## src/rtl/captura_entrada_pkg.sv

```systemverilog
// Shared definitions for the input-capture stage: default sizes and FSM state encoding.
package captura_entrada_pkg;

  localparam int DATA_W_DEF          = 18;
  localparam int DEBOUNCE_CYCLES_DEF = 500000;
  localparam int CNT_W_DEF           = 20;

  typedef enum logic [2:0] {
    IDLE      = 3'd0,
    ARMED     = 3'd1,
    DEB_PRESS = 3'd2,
    CAPTURE   = 3'd3,
    VALID     = 3'd4,
    WAIT_REL  = 3'd5
  } estado_t;

  function automatic logic is_waiting(estado_t s);
    return (s == ARMED) || (s == DEB_PRESS);
  endfunction

endpackage

```

## src/rtl/captura_entrada_if.sv

```systemverilog
// Request/ack handshake between the control unit/processor and the capture stage.
interface captura_entrada_if
  import captura_entrada_pkg::*;
#(
  parameter int DATA_W = DATA_W_DEF
);

  logic              in;
  logic              ack;
  logic              sinal;
  logic [DATA_W-1:0] valor;
  logic              esperando;

  modport master (output in, output ack, input sinal, input valor, input esperando);
  modport slave  (input in, input ack, output sinal, output valor, output esperando);

endinterface

```

## src/rtl/captura_entrada_debounce_botao.sv

```systemverilog
// Two-flop synchronizer for the raw ENTER button plus a saturating stability counter.
module captura_entrada_debounce_botao
  import captura_entrada_pkg::*;
#(
  parameter int DEBOUNCE_CYCLES = DEBOUNCE_CYCLES_DEF,
  parameter int CNT_W           = CNT_W_DEF
) (
  input  logic clock,
  input  logic reset,
  input  logic enter,
  output logic enter_s,
  output logic stable
);

  localparam logic [CNT_W-1:0] CNT_MAX = CNT_W'(DEBOUNCE_CYCLES - 1);

  logic [1:0]       sync;
  logic [CNT_W-1:0] cnt;

  // Counter restarts on the same edge enter_s takes a new value.
  always_ff @(posedge clock) begin
    if (!reset) begin
      sync <= 2'b11;
      cnt  <= '0;
    end else begin
      sync <= {sync[0], enter};
      if (sync[0] != sync[1]) begin
        cnt <= '0;
      end else if (cnt != CNT_MAX) begin
        cnt <= cnt + CNT_W'(1);
      end
    end
  end

  assign enter_s = sync[1];
  assign stable  = (cnt == CNT_MAX);

endmodule

```

## src/rtl/captura_entrada.sv

```systemverilog
// Input-capture stage: debounced ENTER latches the switch word and offers it
// to the processor through a valid/ack handshake while input is requested.
module captura_entrada
  import captura_entrada_pkg::*;
#(
  parameter int DATA_W          = DATA_W_DEF,
  parameter int DEBOUNCE_CYCLES = DEBOUNCE_CYCLES_DEF,
  parameter int CNT_W           = CNT_W_DEF
) (
  input  logic              clock,
  input  logic              reset,
  input  logic              enter,
  input  logic [DATA_W-1:0] entrada,
  captura_entrada_if.slave  bus
);

  logic              enter_s;
  logic              stable;
  logic              enter_q;
  logic              fell;
  logic [DATA_W-1:0] entrada_m;
  logic [DATA_W-1:0] entrada_s;
  logic [DATA_W-1:0] valor_q;
  estado_t           state;
  estado_t           state_nx;

  captura_entrada_debounce_botao #(
    .DEBOUNCE_CYCLES (DEBOUNCE_CYCLES),
    .CNT_W           (CNT_W)
  ) u_debounce_botao (
    .clock   (clock),
    .reset   (reset),
    .enter   (enter),
    .enter_s (enter_s),
    .stable  (stable)
  );

  always_ff @(posedge clock) begin
    if (!reset) begin
      entrada_m <= '0;
      entrada_s <= '0;
    end else begin
      entrada_m <= entrada;
      entrada_s <= entrada_m;
    end
  end

  // A press counts only as a high-to-low transition, so a button already
  // held when the request arrives keeps the FSM parked in ARMED.
  always_ff @(posedge clock) begin
    if (!reset) begin
      enter_q <= 1'b1;
    end else begin
      enter_q <= enter_s;
    end
  end

  assign fell = enter_q && !enter_s;

  always_ff @(posedge clock) begin
    if (!reset) begin
      state <= IDLE;
    end else begin
      state <= state_nx;
    end
  end

  // The debounce counter was already cleared by the falling transition,
  // which is what keeps press-to-valid latency at DEBOUNCE_CYCLES+3 edges.
  always_comb begin
    state_nx = state;
    case (state)
      IDLE: begin
        if (bus.in) state_nx = ARMED;
      end
      ARMED: begin
        if (!bus.in)   state_nx = IDLE;
        else if (fell) state_nx = DEB_PRESS;
      end
      DEB_PRESS: begin
        if (!bus.in)      state_nx = IDLE;
        else if (enter_s) state_nx = ARMED;
        else if (stable)  state_nx = CAPTURE;
      end
      CAPTURE: begin
        state_nx = VALID;
      end
      VALID: begin
        if (bus.ack) state_nx = WAIT_REL;
      end
      WAIT_REL: begin
        if (enter_s && stable) state_nx = IDLE;
      end
      default: begin
        state_nx = IDLE;
      end
    endcase
  end

  always_ff @(posedge clock) begin
    if (!reset) begin
      valor_q <= '0;
    end else if (state == CAPTURE) begin
      valor_q <= entrada_s;
    end
  end

  assign bus.sinal     = (state == VALID);
  assign bus.valor     = valor_q;
  assign bus.esperando = is_waiting(state);

endmodule

```

## src/flat_wrapper.sv

```systemverilog
// flat-port wrapper written by rule: the top's interface ports become plain ports
module captura_entrada_flat import captura_entrada_pkg::*;
#(
  parameter int DATA_W          = DATA_W_DEF,
  parameter int DEBOUNCE_CYCLES = DEBOUNCE_CYCLES_DEF,
  parameter int CNT_W           = CNT_W_DEF
)
  (clock, reset, enter, entrada, bus_in, bus_ack, bus_sinal, bus_valor, bus_esperando);
  captura_entrada_if #(.DATA_W(DATA_W)) bus_i ();
  input  logic clock;
  input  logic reset;
  input  logic enter;
  input  logic [DATA_W-1:0] entrada;
  input wire logic [$bits(bus_i.in)-1:0] bus_in;
  input wire logic [$bits(bus_i.ack)-1:0] bus_ack;
  output wire logic [$bits(bus_i.sinal)-1:0] bus_sinal;
  output wire logic [$bits(bus_i.valor)-1:0] bus_valor;
  output wire logic [$bits(bus_i.esperando)-1:0] bus_esperando;
  assign bus_i.in = bus_in;
  assign bus_i.ack = bus_ack;
  assign bus_sinal = bus_i.sinal;
  assign bus_valor = bus_i.valor;
  assign bus_esperando = bus_i.esperando;
  captura_entrada #(.DATA_W(DATA_W), .DEBOUNCE_CYCLES(DEBOUNCE_CYCLES), .CNT_W(CNT_W)) u_core (.clock(clock), .reset(reset), .enter(enter), .entrada(entrada), .bus(bus_i));
endmodule
```

## config.mk

```make
export PLATFORM = sky130hd
export DESIGN_NAME = captura_entrada_flat
export DESIGN_NICKNAME = d
export VERILOG_FILES = /design/src/rtl/captura_entrada_pkg.sv /design/src/rtl/captura_entrada_if.sv /design/src/rtl/captura_entrada_debounce_botao.sv /design/src/rtl/captura_entrada.sv /design/src/flat_wrapper.sv
export SDC_FILE = /design/constraint.sdc
export NUM_CORES = 1
export LEC_CHECK = 0
export CORE_ASPECT_RATIO = 1.1
export CORE_MARGIN = 10
export CORE_UTILIZATION = 30
export CTS_CLUSTER_SIZE = 30
export DETAILED_ROUTE_END_ITERATION = 8
export HOLD_SLACK_MARGIN = 0.08
export SYNTH_ARGS = -nofsm -noshare
export SYNTH_HDL_FRONTEND = slang
export SYNTH_SLANG_ARGS = --single-unit
```

## constraint.sdc

```tcl
create_clock -name clock -period 3.4 [get_ports clock]
set_input_delay 0.68 -clock clock [delete_from_list [all_inputs] [get_ports clock]]
set_output_delay 0.68 -clock clock [all_outputs]
set_load 0.1 [all_outputs]
```

# Word-level counts from Yosys, hierarchy flattened
# Index checks and enable logic that the tools add are counted.
dict set report word_totals {
  regBits 80
  latchBits 0
  ram_bits 0
  rom_bits 0
  in_bits 23
  out_inout_bits 20
  elab_cells 38
  n_memories 0
}
dict set report op_classes {
  n_addsub 1
  mul 0
  div_mod_pow 0
  order_cmp 0
  eq_ne 13
  shift 0
  n_mux 9
  n_bitwise 1
  reduce_logical 7
}
# op n
set op_table {}
lappend op_table {{$mux W3} 8}
lappend op_table {{$add A20 B1 Y20 const B} 1}
lappend op_table {{$eq A20 B19 Y1 const B} 1}
lappend op_table {{$ne A20 B19 Y1 const B} 1}
lappend op_table {{$pmux W3 S6} 1}
lappend op_table {{$eq A3 B2 Y1 const B} 2}
lappend op_table {{$eq A3 B3 Y1 const B} 2}
lappend op_table {{$reduce_and A5 Y1} 1}
lappend op_table {{$ne A2 B2 Y1 const B} 2}
lappend op_table {{$ne A4 B3 Y1 const B} 1}
lappend op_table {{$eq A3 B1 Y1 const B} 1}
lappend op_table {{$logic_not A3 Y1} 1}
lappend op_table {{$ne A3 B2 Y1 const B} 1}
lappend op_table {{$logic_and A1 B1 Y1} 2}
lappend op_table {{$ne A2 B1 Y1 const B} 1}
lappend op_table {{$reduce_or A2 Y1} 1}
lappend op_table {{$logic_not A1 Y1} 1}
lappend op_table {{$logic_or A1 B1 Y1} 1}
lappend op_table {{$ne A1 B1 Y1} 1}
lappend op_table {{$not A1 Y1} 1}

# Longest topological paths before layout
dict set report depth {
  word_depth 5
  depth_mapped 6
  depth_no_buf 5
}

# Cells and area by module
# A second synthesis with hierarchy kept.
dict set report hier_totals {
  cells_unflattened 321
  hier_area_um2 3046.7
}
# module instances cells_each area_per_inst_um2 seq_area_each_um2
set modules_own_cells {}
lappend modules_own_cells {captura_entrada 1 183 1886.8 1161.1}
lappend modules_own_cells {captura_entrada_debounce_botao 1 138 1159.9 440.4}

# Worst setup path after synthesis
# Ideal clock, no wire load.
dict set report synth_path {
  path_kind {flip-flop to output port}
  startpoint {reg u_core.state[0]}
  endpoint {out bus_esperando}
  arrival_time_ns 1.977
  required_time_ns 2.720
  path_slack_ns 0.743
  path_stages_with_launch 4
  n_path_buf 1
  path_cell_list {dfxtp_1 buf_1 xnor2_1 nor2_1}
}
dict set report synth_between {
  elab_chain_cells 2
  word_cells_on_any_way 3
  cone_classes {eq/ne (2); reduce/logical (1)}
}
# element line
set synth_lines {}
lappend synth_lines {{from (decl)} captura_entrada.sv:24} ;# estado_t state;
lappend synth_lines {{from (signal assigned)} captura_entrada.sv:64} ;# state <= state_nx;
lappend synth_lines {{$eq A3 B1 Y1 or $eq A3 B2 Y1 (tied branches)} captura_entrada_pkg.sv:18} ;# return (s == ARMED) || (s == DEB_PRESS);
lappend synth_lines {{$logic_or A1 B1 Y1 *} captura_entrada_pkg.sv:18}
lappend synth_lines {{to (decl)} flat_wrapper.sv:18} ;# output wire logic [$bits(bus_i.esperando)-1:0] bus_esperando;
# Every way passes the cells marked *; elsewhere a longest branch is shown, timed or not.

# Worst setup path after layout
dict set report layout_path {
  startpoint {reg u_core.valor_q[9], in the netlist u_core.bus.valor[9]}
  endpoint {out bus_valor[9]}
}
# element line
set layout_lines {}
lappend layout_lines {{from (decl)} captura_entrada.sv:23} ;# logic [DATA_W-1:0] valor_q;
lappend layout_lines {{from (signal assigned)} captura_entrada.sv:104} ;# valor_q <= entrada_s;
lappend layout_lines {{to (decl)} flat_wrapper.sv:17} ;# output wire logic [$bits(bus_i.valor)-1:0] bus_valor;
# No word-level cell between the ends.

==> results.cfg <==
[critical_path]
cp_top_family = buffers and inverters
crit_chain = clkdlybuf4s50_1
critical_path.n_buffers_inverters = 1
end_kind = output pin
worst_ep_arrival_time_ps = 1820
r2r_setup_slack_ps = 1350
maximum_fanout_count_along_the_critical_path = 2
crit_type = flop to output pin
worst_path_max_delay_cell = clkdlybuf4s50_1
crit_path_max_incr_delay_ps = 1140
critPathLaunchType = flop
critPathRequiredTime_ps = 2720

[min_path]
min_path_type = flop to flop

[timing]
setup_viol = 0
period_share_pct = 73.6
finalClockSkew_ps = 7.84
grt_setup_unrepaired = false
slew_headroom_pct = 34.4
maxSlewViolCount = 0
timing.final.hold_violations = 0
timing_worst_slew_pin_value_ps = 981
fmaxAchievable_ghz = 0.400
final.min_clock_period_ps = 2500
fin_setup_tns_ps = 0
hold-worst-slack_ps = 429

[yosys]
postSynthRegisterBits = 80
number_of_enable_flip_flop_cells_after_synthesis = 0
syn-mean-instance-area_um2 = 9.57
synth-seq-area-share_pct = 54.5
ys.flop_type = dfxtp_1
post_syn_area_um2 = 2940
synthCells = 307
mappedNetlistNets = 331
synth_cell_type_count = 45
synth-async-reset-ratio_pct = 0
ys.warnings.count = 0

[status]
outcome = finished clean

[place]
finalWeightedCongestion = 0.822
dp_cells = 454
port_buffers = 42
detailedPlacementHpwl_um = 4050

[power]
sw_frac_of_total_pct = 25.4
powerDensity_nw_per_um2 = 508
vdd_drop_max_mv = 0.293
p_leak_nw = 1.28
p_seq_share_pct = 53.4
power_report.internal_total_w = 0.00138
share_clk_of_total_power_pct = 38.5
power_switching_w = 0.000469
power.combinational.fraction_pct = 8.0

[clock_tree]
tritoncts.num_buffers = 9
cts.root.buffer_cell = clkbuf_8
clk_pin_slew_ps = 90
tritoncts = done
clock_latency_ps = 340
cts-root-to-sink-buffers = 2
cts_hold_repair.buffers = 0
cts_post_setup_buffers_inserted = 0
post_cts_resize_count = 0
tritoncts_num_sinks = 80
ctsHtreeMaxLevel = 3

[detailed_routing]
antenna_nets_post_route = 0
drt-total-wl_um = 5790
wl_per_cell_um = 12.3
vias_per_cell = 4.66
post_route_drc = 0
drt_iter0_drc = 87
dr_total_vias = 2190
first_pass_iters = 4

[cells_and_area]
layout_common_cells = 80 x dfxtp_1, 53 x nand2_1, 38 x and2_1, 28 x clkdlybuf4s50_1, 19 x a21boi_0
filler_cell_count = 994
area_delta_synth_final_pct = 23.8
drive_above_1_share_pct = 11.6
antenna_cells = 0
multi_input_gate_area_um2 = 1280
layout.cells.most_common = dfxtp_1
layoutNonFillerInstCount = 470
layout.area.seq_um2 = 1600
final_net_count = 372

[grt]
maximum_number_of_pins_on_one_net_before_global_route_repair = 64
number_of_antenna_violations_at_the_first_check_in_global_routing = 0
grt_overall_usage_pct = 8.58
grt_pass1_wl_um = 9890
grt-ovfl-total = 0
grt_pass1_vias = 2112

[die]
core_um2 = 9440
std_cell_rows = 37
dieWidth_um = 114
dieArea_um2 = 14200
boundaryPins = 43
die_height_um = 124
initial_utilization_pct = 31.1

[job]
max_cap_viol_count = 0
## logic make-up (layout without fill, tap and decap cells)
logic type	after synthesis	in the layout	synth area share, %
AOI/OAI and AO/OA	54	54	12.6
xor gates and xnor gates	9	9	2.68
adders and majority gates	1	1	0.426
buffers and inverters	16	62	2.09
DFF	80	80	54.5
and+or+nand+nor	147	147	27.8
## state kept, by name, summed over array words and instances (netlist names)
register,count
u_core.enter_q,1
u_core.u_debounce_botao.sync,2
u_core.state,3
u_core.entrada_s,18
u_core.entrada_m,18
u_core.u_debounce_botao.cnt,20
u_core.bus.valor,18
## power groups by stage
stage	combinational [W]	sequential (W)	clock (W)
after global routing	0.000163	0.000993	0.000780
after detailed placement	0.000150	0.00101	0
after global placement	0.000148	0.00101	0
final	0.000149	0.000988	0.000712
after CTS	0.000151	0.000988	0.000739
after floorplan	0.000105	0.00100	0
## final timing paths
| kind | startpoint | end | cells after the start |
|---|---|---|---|
| worst max-delay path | u_core.bus.valor[9] | bus_valor[9] | 1 |
| worst min-delay path | u_core.entrada_m[15] | u_core.entrada_s[15] | 1 |
| worst max register to register | u_core.u_debounce_botao.cnt[0] | u_core.u_debounce_botao.cnt[18] | 5 |
| worst min register to register | u_core.entrada_m[15] | u_core.entrada_s[15] | 1 |
## cells in the mapped netlist (all sizes together), types with 3 or more instances
| cell type | count | area (µm²) |
|---|---|---|
| or4 | 6 | 52.6 |
| nand2b | 4 | 25.0 |
| a31oi | 5 | 31.3 |
| dfxtp | 80 | 1600 |
| nor3 | 3 | 15.0 |
| a21boi | 19 | 143 |
| clkbuf | 13 | 48.8 |
| a21oi | 8 | 40.0 |
| and4 | 5 | 45.0 |
| xor2 | 5 | 43.8 |
| or3 | 5 | 36.3 |
| xnor2 | 4 | 35.0 |
| nor2 | 11 | 41.3 |
| nand4 | 6 | 37.5 |
| o21ai | 9 | 45.0 |
| nand2 | 53 | 199 |
| nand3 | 6 | 30.0 |
| and2 | 38 | 238 |
## stage by stage
step | total power, W | instance area (µm²) | worst slack, ps | utilization, %
2_1_floorplan | 0.00111 | 2940 | 743 | -
3_3_place_gp | 0.00116 | 3440 | 1150 | 36.4
3_5_place_dp | 0.00116 | 3440 | 1100 | 36.4
4_1_cts | 0.00188 | 3640 | 873 | 38.5
5_1_grt | 0.00194 | 3640 | 837 | 38.5
6_report | 0.00185 | 3640 | 899 | 38.5
## area by class of cell
class	instances	share of cell area, %
Sequential cell	80	44.0
Inverter	1	0.103
Timing Repair Buffer	45	11.2
Clock inverter	6	2.06
Clock buffer	10	3.51
Tap cell	117	4.02
Multi-Input combinational cell	211	35.1
## metal layers
metal / global-route usage [%] / part of all wire [%] / vias to the layer above / routed length, µm
met2: 13.6 / 46 / 41 / 2680
met5: 0 / 0 / - / 0
met4: 3.61 / 1.8 / 0 / 102
met3: 4.18 / 7.1 / 10 / 409
li1: - / - / 1136 / -
met1: 9.68 / 45 / 1003 / 2590
Note: power is estimated with default switching activity, not from simulation.
